==> src/rtl/sram_mon_pkg.sv <==
// Shared types and widths for the SRAM bus monitor: log entry layout, checker status and byte-mask helper.
package sram_mon_pkg;

  localparam int unsigned MON_NUM_CH = 2;
  localparam int unsigned MON_ADDR_W = 20;
  localparam int unsigned MON_DATA_W = 32;
  localparam int unsigned MON_BE_W   = MON_DATA_W / 8;
  localparam int unsigned MON_CH_W   = (MON_NUM_CH > 1) ? $clog2(MON_NUM_CH) : 1;
  localparam int unsigned MON_OVF_W  = 16;

  typedef enum logic [1:0] {
    ARMED   = 2'd0,
    PASS    = 2'd1,
    FAIL    = 2'd2,
    TIMEOUT = 2'd3
  } mon_status_e;

  typedef struct packed {
    logic [MON_CH_W-1:0]   ch;
    logic                  is_read;
    logic [MON_ADDR_W-1:0] addr;
    logic [MON_DATA_W-1:0] data;
    logic [MON_BE_W-1:0]   be;
  } mon_entry_t;

  // Expand per-byte enables into a per-bit mask.
  function automatic logic [MON_DATA_W-1:0] be_to_mask(input logic [MON_BE_W-1:0] be);
    logic [MON_DATA_W-1:0] m;
    m = '0;
    for (int i = 0; i < int'(MON_BE_W); i++) begin
      m[i*8 +: 8] = {8{be[i]}};
    end
    return m;
  endfunction

endpackage

==> src/rtl/sram_mon_fifo.sv <==
// Synchronous FIFO with valid/ready pop; pointers carry an extra wrap bit to tell full from empty.
module sram_mon_fifo
  import sram_mon_pkg::*;
#(
  parameter int unsigned DEPTH   = 16,
  parameter type         entry_t = mon_entry_t
) (
  input  logic   clk,
  input  logic   rst,
  input  logic   push_i,
  input  entry_t push_data_i,
  output logic   valid_o,
  input  logic   ready_i,
  output entry_t head_o,
  output logic   full_o,
  output logic   empty_o
);

  localparam int unsigned PTR_W = $clog2(DEPTH);

  entry_t           mem_q [DEPTH];
  logic [PTR_W:0]   wr_ptr_q, wr_ptr_d;
  logic [PTR_W:0]   rd_ptr_q, rd_ptr_d;
  logic             pop_c, push_ok_c;

  assign empty_o   = (wr_ptr_q == rd_ptr_q);
  assign full_o    = (wr_ptr_q[PTR_W] != rd_ptr_q[PTR_W]) &&
                     (wr_ptr_q[PTR_W-1:0] == rd_ptr_q[PTR_W-1:0]);
  assign valid_o   = !empty_o;
  assign head_o    = mem_q[rd_ptr_q[PTR_W-1:0]];
  assign pop_c     = valid_o && ready_i;
  // A full FIFO still accepts a push when the head is popped in the same cycle.
  assign push_ok_c = push_i && (!full_o || pop_c);

  always_comb begin
    wr_ptr_d = wr_ptr_q;
    rd_ptr_d = rd_ptr_q;
    if (push_ok_c) wr_ptr_d = wr_ptr_q + (PTR_W+1)'(1);
    if (pop_c)     rd_ptr_d = rd_ptr_q + (PTR_W+1)'(1);
  end

  always_ff @(posedge clk) begin
    if (rst) begin
      wr_ptr_q <= '0;
      rd_ptr_q <= '0;
    end else begin
      wr_ptr_q <= wr_ptr_d;
      rd_ptr_q <= rd_ptr_d;
    end
  end

  always_ff @(posedge clk) begin
    if (push_ok_c) mem_q[wr_ptr_q[PTR_W-1:0]] <= push_data_i;
  end

endmodule

==> src/rtl/sram_bus_monitor.sv <==
// Snoops NUM_CH async-SRAM buses, logs committed writes into a FIFO and checks one watch address.
// Optional read logging is enabled by defining MON_READ_LOG_EN.
module sram_bus_monitor
  import sram_mon_pkg::*;
#(
  parameter int unsigned             FIFO_DEPTH  = 16,
  parameter int unsigned             WATCH_CH    = 0,
  parameter logic [MON_ADDR_W-1:0]   WATCH_ADDR  = 20'hC0000,
  parameter logic [31:0]             TIMEOUT_CYC = 32'd1_000_000
) (
  input  logic                             clk_50M,
  input  logic                             reset_btn,
  input  logic [MON_NUM_CH*MON_ADDR_W-1:0] ram_addr,
  input  logic [MON_NUM_CH*MON_DATA_W-1:0] ram_data,
  input  logic [MON_NUM_CH-1:0]            ram_ce_n,
  input  logic [MON_NUM_CH-1:0]            ram_oe_n,
  input  logic [MON_NUM_CH-1:0]            ram_we_n,
  input  logic [MON_NUM_CH*MON_BE_W-1:0]   ram_be_n,
  input  logic                             chk_arm,
  input  logic [MON_DATA_W-1:0]            chk_expect,
  input  logic [MON_DATA_W-1:0]            chk_mask,
  output logic                             log_valid,
  input  logic                             log_ready,
  output mon_entry_t                       log_entry,
  output mon_status_e                      chk_status,
  output logic                             chk_done,
  output logic [MON_OVF_W-1:0]             ovf_count
);

  localparam int unsigned NUM_CH    = MON_NUM_CH;
  localparam int unsigned ADDR_W    = MON_ADDR_W;
  localparam int unsigned DATA_W    = MON_DATA_W;
  localparam int unsigned BE_W      = MON_BE_W;
  localparam int unsigned DROP_W    = $clog2(NUM_CH + 1);
  localparam int unsigned OVF_SUM_W = MON_OVF_W + 1;

  // Stage S1: one-cycle delayed copy of every bus
  logic [NUM_CH-1:0]        ce_n_s1_q, we_n_s1_q;
  logic [NUM_CH*ADDR_W-1:0] addr_s1_q;
  logic [NUM_CH*DATA_W-1:0] data_s1_q;
  logic [NUM_CH*BE_W-1:0]   be_n_s1_q;

  always_ff @(posedge clk_50M) begin
    if (reset_btn) begin
      ce_n_s1_q <= '1;
      we_n_s1_q <= '1;
      addr_s1_q <= '0;
      data_s1_q <= '0;
      be_n_s1_q <= '1;
    end else begin
      ce_n_s1_q <= ram_ce_n;
      we_n_s1_q <= ram_we_n;
      addr_s1_q <= ram_addr;
      data_s1_q <= ram_data;
      be_n_s1_q <= ram_be_n;
    end
  end

`ifdef MON_READ_LOG_EN
  logic [NUM_CH-1:0] oe_n_s1_q;
  always_ff @(posedge clk_50M) begin
    if (reset_btn) oe_n_s1_q <= '1;
    else           oe_n_s1_q <= ram_oe_n;
  end
`else
  logic unused_oe_c;
  assign unused_oe_c = ^ram_oe_n;
`endif

  logic [NUM_CH-1:0] wr_commit_c, commit_c;
  mon_entry_t        cm_entry_c [NUM_CH];

  for (genvar gi = 0; gi < NUM_CH; gi++) begin : g_ch
    logic [BE_W-1:0] be;
    logic            wr_end, rd_end;

    assign be     = ~be_n_s1_q[gi*BE_W +: BE_W];
    // Access ends when the strobe or chip enable deasserts after being active in S1
    assign wr_end = !ce_n_s1_q[gi] && !we_n_s1_q[gi] && (ram_we_n[gi] || ram_ce_n[gi]);
    assign wr_commit_c[gi] = wr_end && (be != '0);
`ifdef MON_READ_LOG_EN
    assign rd_end = !ce_n_s1_q[gi] && !oe_n_s1_q[gi] && we_n_s1_q[gi] &&
                    (ram_oe_n[gi] || ram_ce_n[gi]) && (be != '0);
`else
    assign rd_end = 1'b0;
`endif
    assign commit_c[gi]   = wr_commit_c[gi] || rd_end;
    assign cm_entry_c[gi] = '{ch:      MON_CH_W'(gi),
                              is_read: !wr_commit_c[gi],
                              addr:    addr_s1_q[gi*ADDR_W +: ADDR_W],
                              data:    data_s1_q[gi*DATA_W +: DATA_W],
                              be:      be};
  end

  mon_entry_t          hold_q [NUM_CH];
  mon_entry_t          hold_d [NUM_CH];
  logic [NUM_CH-1:0]   hold_v_q, hold_v_d;
  logic [NUM_CH-1:0]   grant_c;
  logic                push_c, can_push_c, fifo_full;
  mon_entry_t          push_data_c;
  logic [DROP_W-1:0]   drop_cnt_c;

  assign can_push_c = !fifo_full || (log_valid && log_ready);

  // Fixed-priority arbiter: lowest occupied channel wins the FIFO slot
  always_comb begin
    grant_c     = '0;
    push_c      = 1'b0;
    push_data_c = '0;
    for (int i = 0; i < int'(NUM_CH); i++) begin
      if (can_push_c && hold_v_q[i] && !push_c) begin
        grant_c[i]  = 1'b1;
        push_c      = 1'b1;
        push_data_c = hold_q[i];
      end
    end
  end

  always_comb begin
    hold_v_d   = hold_v_q;
    hold_d     = hold_q;
    drop_cnt_c = '0;
    for (int i = 0; i < int'(NUM_CH); i++) begin
      if (grant_c[i]) hold_v_d[i] = 1'b0;
      if (commit_c[i]) begin
        if (hold_v_q[i]) begin
          drop_cnt_c = drop_cnt_c + DROP_W'(1);
        end else begin
          hold_v_d[i] = 1'b1;
          hold_d[i]   = cm_entry_c[i];
        end
      end
    end
  end

  always_ff @(posedge clk_50M) begin
    if (reset_btn) begin
      hold_v_q <= '0;
      hold_q   <= '{default: '0};
    end else begin
      hold_v_q <= hold_v_d;
      hold_q   <= hold_d;
    end
  end

  sram_mon_fifo #(
    .DEPTH   (FIFO_DEPTH),
    .entry_t (mon_entry_t)
  ) u_fifo (
    .clk         (clk_50M),
    .rst         (reset_btn),
    .push_i      (push_c),
    .push_data_i (push_data_c),
    .valid_o     (log_valid),
    .ready_i     (log_ready),
    .head_o      (log_entry),
    .full_o      (fifo_full),
    .empty_o     ()
  );

  logic [MON_OVF_W-1:0] ovf_q, ovf_d;
  logic [OVF_SUM_W-1:0] ovf_sum_c;

  assign ovf_sum_c = {1'b0, ovf_q} + OVF_SUM_W'(drop_cnt_c);
  assign ovf_d     = ovf_sum_c[MON_OVF_W] ? '1 : ovf_sum_c[MON_OVF_W-1:0];

  always_ff @(posedge clk_50M) begin
    if (reset_btn) ovf_q <= '0;
    else           ovf_q <= ovf_d;
  end

  assign ovf_count = ovf_q;

  logic watch_hit_c, watch_ok_c;

  assign watch_hit_c = wr_commit_c[WATCH_CH +: 1] &&
                       (addr_s1_q[WATCH_CH*ADDR_W +: ADDR_W] == WATCH_ADDR);
  assign watch_ok_c  = ((data_s1_q[WATCH_CH*DATA_W +: DATA_W] ^ chk_expect) & chk_mask &
                        be_to_mask(~be_n_s1_q[WATCH_CH*BE_W +: BE_W])) == '0;

  mon_status_e status_q, status_d;
  logic [31:0] tmo_cnt_q, tmo_cnt_d;
  logic        done_q, done_d;

  always_ff @(posedge clk_50M) begin
    if (reset_btn) begin
      status_q  <= ARMED;
      tmo_cnt_q <= '0;
      done_q    <= 1'b0;
    end else begin
      status_q  <= status_d;
      tmo_cnt_q <= tmo_cnt_d;
      done_q    <= done_d;
    end
  end

  // Arm overrides everything; a watch write beats a timeout in the same cycle
  always_comb begin
    status_d  = status_q;
    tmo_cnt_d = tmo_cnt_q;
    if (chk_arm) begin
      status_d  = ARMED;
      tmo_cnt_d = '0;
    end else begin
      case (status_q)
        ARMED: begin
          if (watch_hit_c)                          status_d = watch_ok_c ? PASS : FAIL;
          else if (tmo_cnt_q == TIMEOUT_CYC - 32'd1) status_d = TIMEOUT;
          else                                      tmo_cnt_d = tmo_cnt_q + 32'd1;
        end
        default: ;
      endcase
    end
    done_d = (status_d != ARMED);
  end

  assign chk_status = status_q;
  assign chk_done   = done_q;

endmodule
==> config.mk <==
export PLATFORM = sky130hd
export DESIGN_NAME = sram_bus_monitor
export DESIGN_NICKNAME = d
export VERILOG_FILES = /design/src/rtl/sram_mon_pkg.sv /design/src/rtl/sram_mon_fifo.sv /design/src/rtl/sram_bus_monitor.sv
export SDC_FILE = /design/constraint.sdc
export NUM_CORES = 1
export LEC_CHECK = 0
export CAP_MARGIN = 15
export CORE_MARGIN = 5
export CORE_UTILIZATION = 60
export DETAILED_ROUTE_END_ITERATION = 7
export PLACE_DENSITY = 0.89
export SYNTH_ARGS = -nofsm -noshare
export SYNTH_HDL_FRONTEND = slang
export SYNTH_HIERARCHICAL = 1
export SYNTH_SLANG_ARGS = --single-unit
==> constraint.sdc <==
create_clock -name clk_50M -period 18.98 [get_ports clk_50M]
set_input_delay 2.847 -clock clk_50M [delete_from_list [all_inputs] [get_ports clk_50M]]
set_output_delay 2.847 -clock clk_50M [all_outputs]
set_load 0.01 [all_outputs]
==> key figures <==
Run status
  – Status: completed

Detailed routing
  – TritonRoute pass-1 iters: 6
  – DRT antenna net count: 0
  – Routed WL per cell: roughly 32 µm
  – Drt via density: 6.79
  – Detailed Route WL: 128000 µm
  – DR vias: 26.8k
  – DRC: 0
  – DRT iter0 DRCs: 4783

Placement
  – IO Port Bufs: 261
  – Dpl cells: 3732
  – Placer Congestion: 0.873
  – Detailed Place HPWL: 66000 µm

Pwr
  – Switching power: 1.09 mW
  – Clock power frac: between 40% and 50%
  – Maximum vdd drop: 0.0000921 V
  – Comb power frac: under 10%
  – Flop pwr share: between 50 and 60%
  – Total leakage power: 18.0 nW
  – Internal: 4.32 mW
  – Switching fraction of total power: 20.1%
  – Pwr dens: ~100 nW/µm²

STA
  – Max Transition Viols Final: 0
  – Crit share post-route: 41.2%
  – Final setup fails: 0
  – Max transition margin: 17.3%
  – Final Critical Period: approximately 7.8 ns
  – Clk_skew: approximately 0.042 ns
  – Final Hold Vio Count: 0
  – Fmax achieved: 128 MHz
  – RSZ-0062 raised after global routing: false
  – Worst-margin pin slew: about 1.2 ns
  – Final TNS setup: 0 ns

Layout
  – Fin nets: 3015
  – Area Growth Syn to Fin: 16.1%
  – Share of post-route cells with drive strength above 1: 18.8%
  – Fillers: between 4k and 5k
  – Non-filler cells, final: 3952

Floorplan
  – Initial Util: 60.8%
  – Chip Height: 288 µm
  – Die W: about 290 µm
  – Core box area: 76200 µm²
  – Num rows: 101
  – Die Footprint: 82800 µm²
  – Ports: 264

Setup path
  – Slowest-stage cell, CP: dfxtp_4
  – RR Endpoint: u_fifo/mem_q[12][11]
  – Max FO, Critical Path: 68
  – Crit path capture type: output port
  – CP bufs+invs: 3
  – Crit path DAT: 4.97 ns
  – Cell family with most CP delay: buffers and inverters
  – Worst path max stage delay: 0.87 ns
  – Reg2reg path depth: 8
  – Worst r2r src: u_fifo/wr_ptr_q[2]
  – CP Launch Type: register
  – Worst Path Required: 16.13 ns
  – CP cell instances: buf_4, buf_4, mux4_2, mux4_2, clkdlybuf4s50_1
  – Flop2flop setup slack: 13.92 ns
  – Crit Path Category: register to output port

Synthesis
  – Synth warn: 6
  – Post-Syn Area: 46300 µm²
  – Cells after Synth: 2550
  – Avg Cell Area, Syn: approximately 18 µm²
  – Syn nets: approximately 2.7k

Hold path
  – Worst hold endpoint: hold_q[40]
  – Worst Hold Class: register to register
  – Hold_sp: addr_s1_q[24]
  – Hold Crit Depth: 2

Global routing
  – Initial antenna violation count: 1
  – Largest net degree at the start of global routing: between 150 and 200
  – Vias in the first global route: 27.4k
  – Gr usage total: 30.7%
  – First-pass GRT wire length: 185000 µm
  – Total grt overflow: 0

Clock tree
  – CTS tree: done
  – Clk slew on worst S/H paths: 0.07 ns
  – Post-CTS Hold Buffers: 0
  – Clk_lat worst skew: 0.69 ns
  – Root Driver: clkbuf_16
  – Inserted Clock Buffers: 111
  – Num Clock Sinks: ~1.2k
  – Clock Tree Buf Depth: 3
  – H-tree depth: 3
  – Postcts setup bufs: 0
  – # resized after CTS: 0

Run
  – Max cap viols: 0
worst max-delay path by stage:
stage | to | slack [ns] | cells after the start
after CTS | log_entry[0] | 10.70 | 5
after global routing | log_entry[11] | 11.01 | 7
final | log_entry[24] | 11.17 | 5
after detailed placement | log_entry[28] | 11.46 | 5
after global placement | log_entry[28] | 11.47 | 5
after floorplan | u_fifo/mem_q[11][0] | 10.73 | 5
metrics by stage:
step / power, mW / util, % / hold WS, ns / setup WS [ns] / instance area [µm²]
2_1_floorplan: 3.02 / - / 0.413 / 10.73 / 46300
3_3_place_gp: 3.08 / 65.4 / 0.421 / 11.47 / 49800
3_5_place_dp: 3.09 / 65.4 / 0.424 / 11.46 / 49800
4_1_cts: 5.42 / 70.4 / 0.433 / 10.70 / 53600
5_1_grt: 5.57 / 70.5 / 0.450 / 11.01 / 53700
6_report: 5.41 / 70.5 / 0.430 / 11.17 / 53800
cells in the final DEF (no fill, tap or decap), types with 13 or more instances in the layout:
cell and n:
edfxtp_1 928, dfxtp_1 294, mux4_2 290, clkdlybuf4s50_1 260, nand2_1 238, a21oi_1 133, clkbuf_16 114, nor2b_1 110
nor2_1 58, a22o_1 57, xor2_1 47, buf_4 34, xnor2_1 32, clkbuf_1 27, nand4_1 22, bufinv_16 18
inv_1 16, a22oi_1 16, clkinv_2 16, clkinv_1 15, nor3_1 14, nand3_1 14, or2_2 13, nor4_1 13
registers in the layout (all words and copies together), names as in the netlist, 5 cells and up, named ones only:
| signal | flops |
|---|---|
| u_fifo/mem_q | 928 |
| hold_q | 115 |
| data_s1_q | 64 |
| addr_s1_q | 40 |
| tmo_cnt_q | 32 |
| ovf_count | 16 |
| be_n_s1_q | 8 |
| u_fifo/rd_ptr_q | 5 |
| u_fifo/wr_ptr_q | 5 |
layer usage:
layer / GRT usage [%] / wire, µm
met5: 0 / 0
met4: 12.5 / 6550
met3: 6.58 / 16000
met2: 49.8 / 62200
met1: 41.2 / 43300
worst register-to-register path: cells and delay by family (launching register included):
| kind | cells | cell delay, ns |
|---|---|---|
| compound gates | 3 | 1.43 |
| xor+xnor | 1 | 0.34 |
| buf+inv | 1 | 0.72 |
| flops | 1 | 0.64 |
| simple gates | 3 | 1.52 |
area by class of cell:
type                            instances  area [µm²]  area share [%]
Antenna cell                            7        17.5          0.0326
Clock buffer                          150        3060            5.70
Clock inverter                         59         756            1.41
Inverter                               16        60.1           0.112
Multi-Input combinational cell       1165       11800            21.9
Sequential cell                      1226       33800            63.0
Tap cell                             1030        1290            2.40
Timing Repair Buffer                  299        2970            5.52
power by group through the flow:
stage               logic (mW)  clock network (mW)  registers, mW
global route             0.165                2.53           2.88
detailed placement       0.150                   0           2.94
floorplan               0.0946                   0           2.93
finish                   0.154                2.38           2.88
global placement         0.146                   0           2.94
CTS                      0.153                2.39           2.88
(Power assumes the default switching activity.)
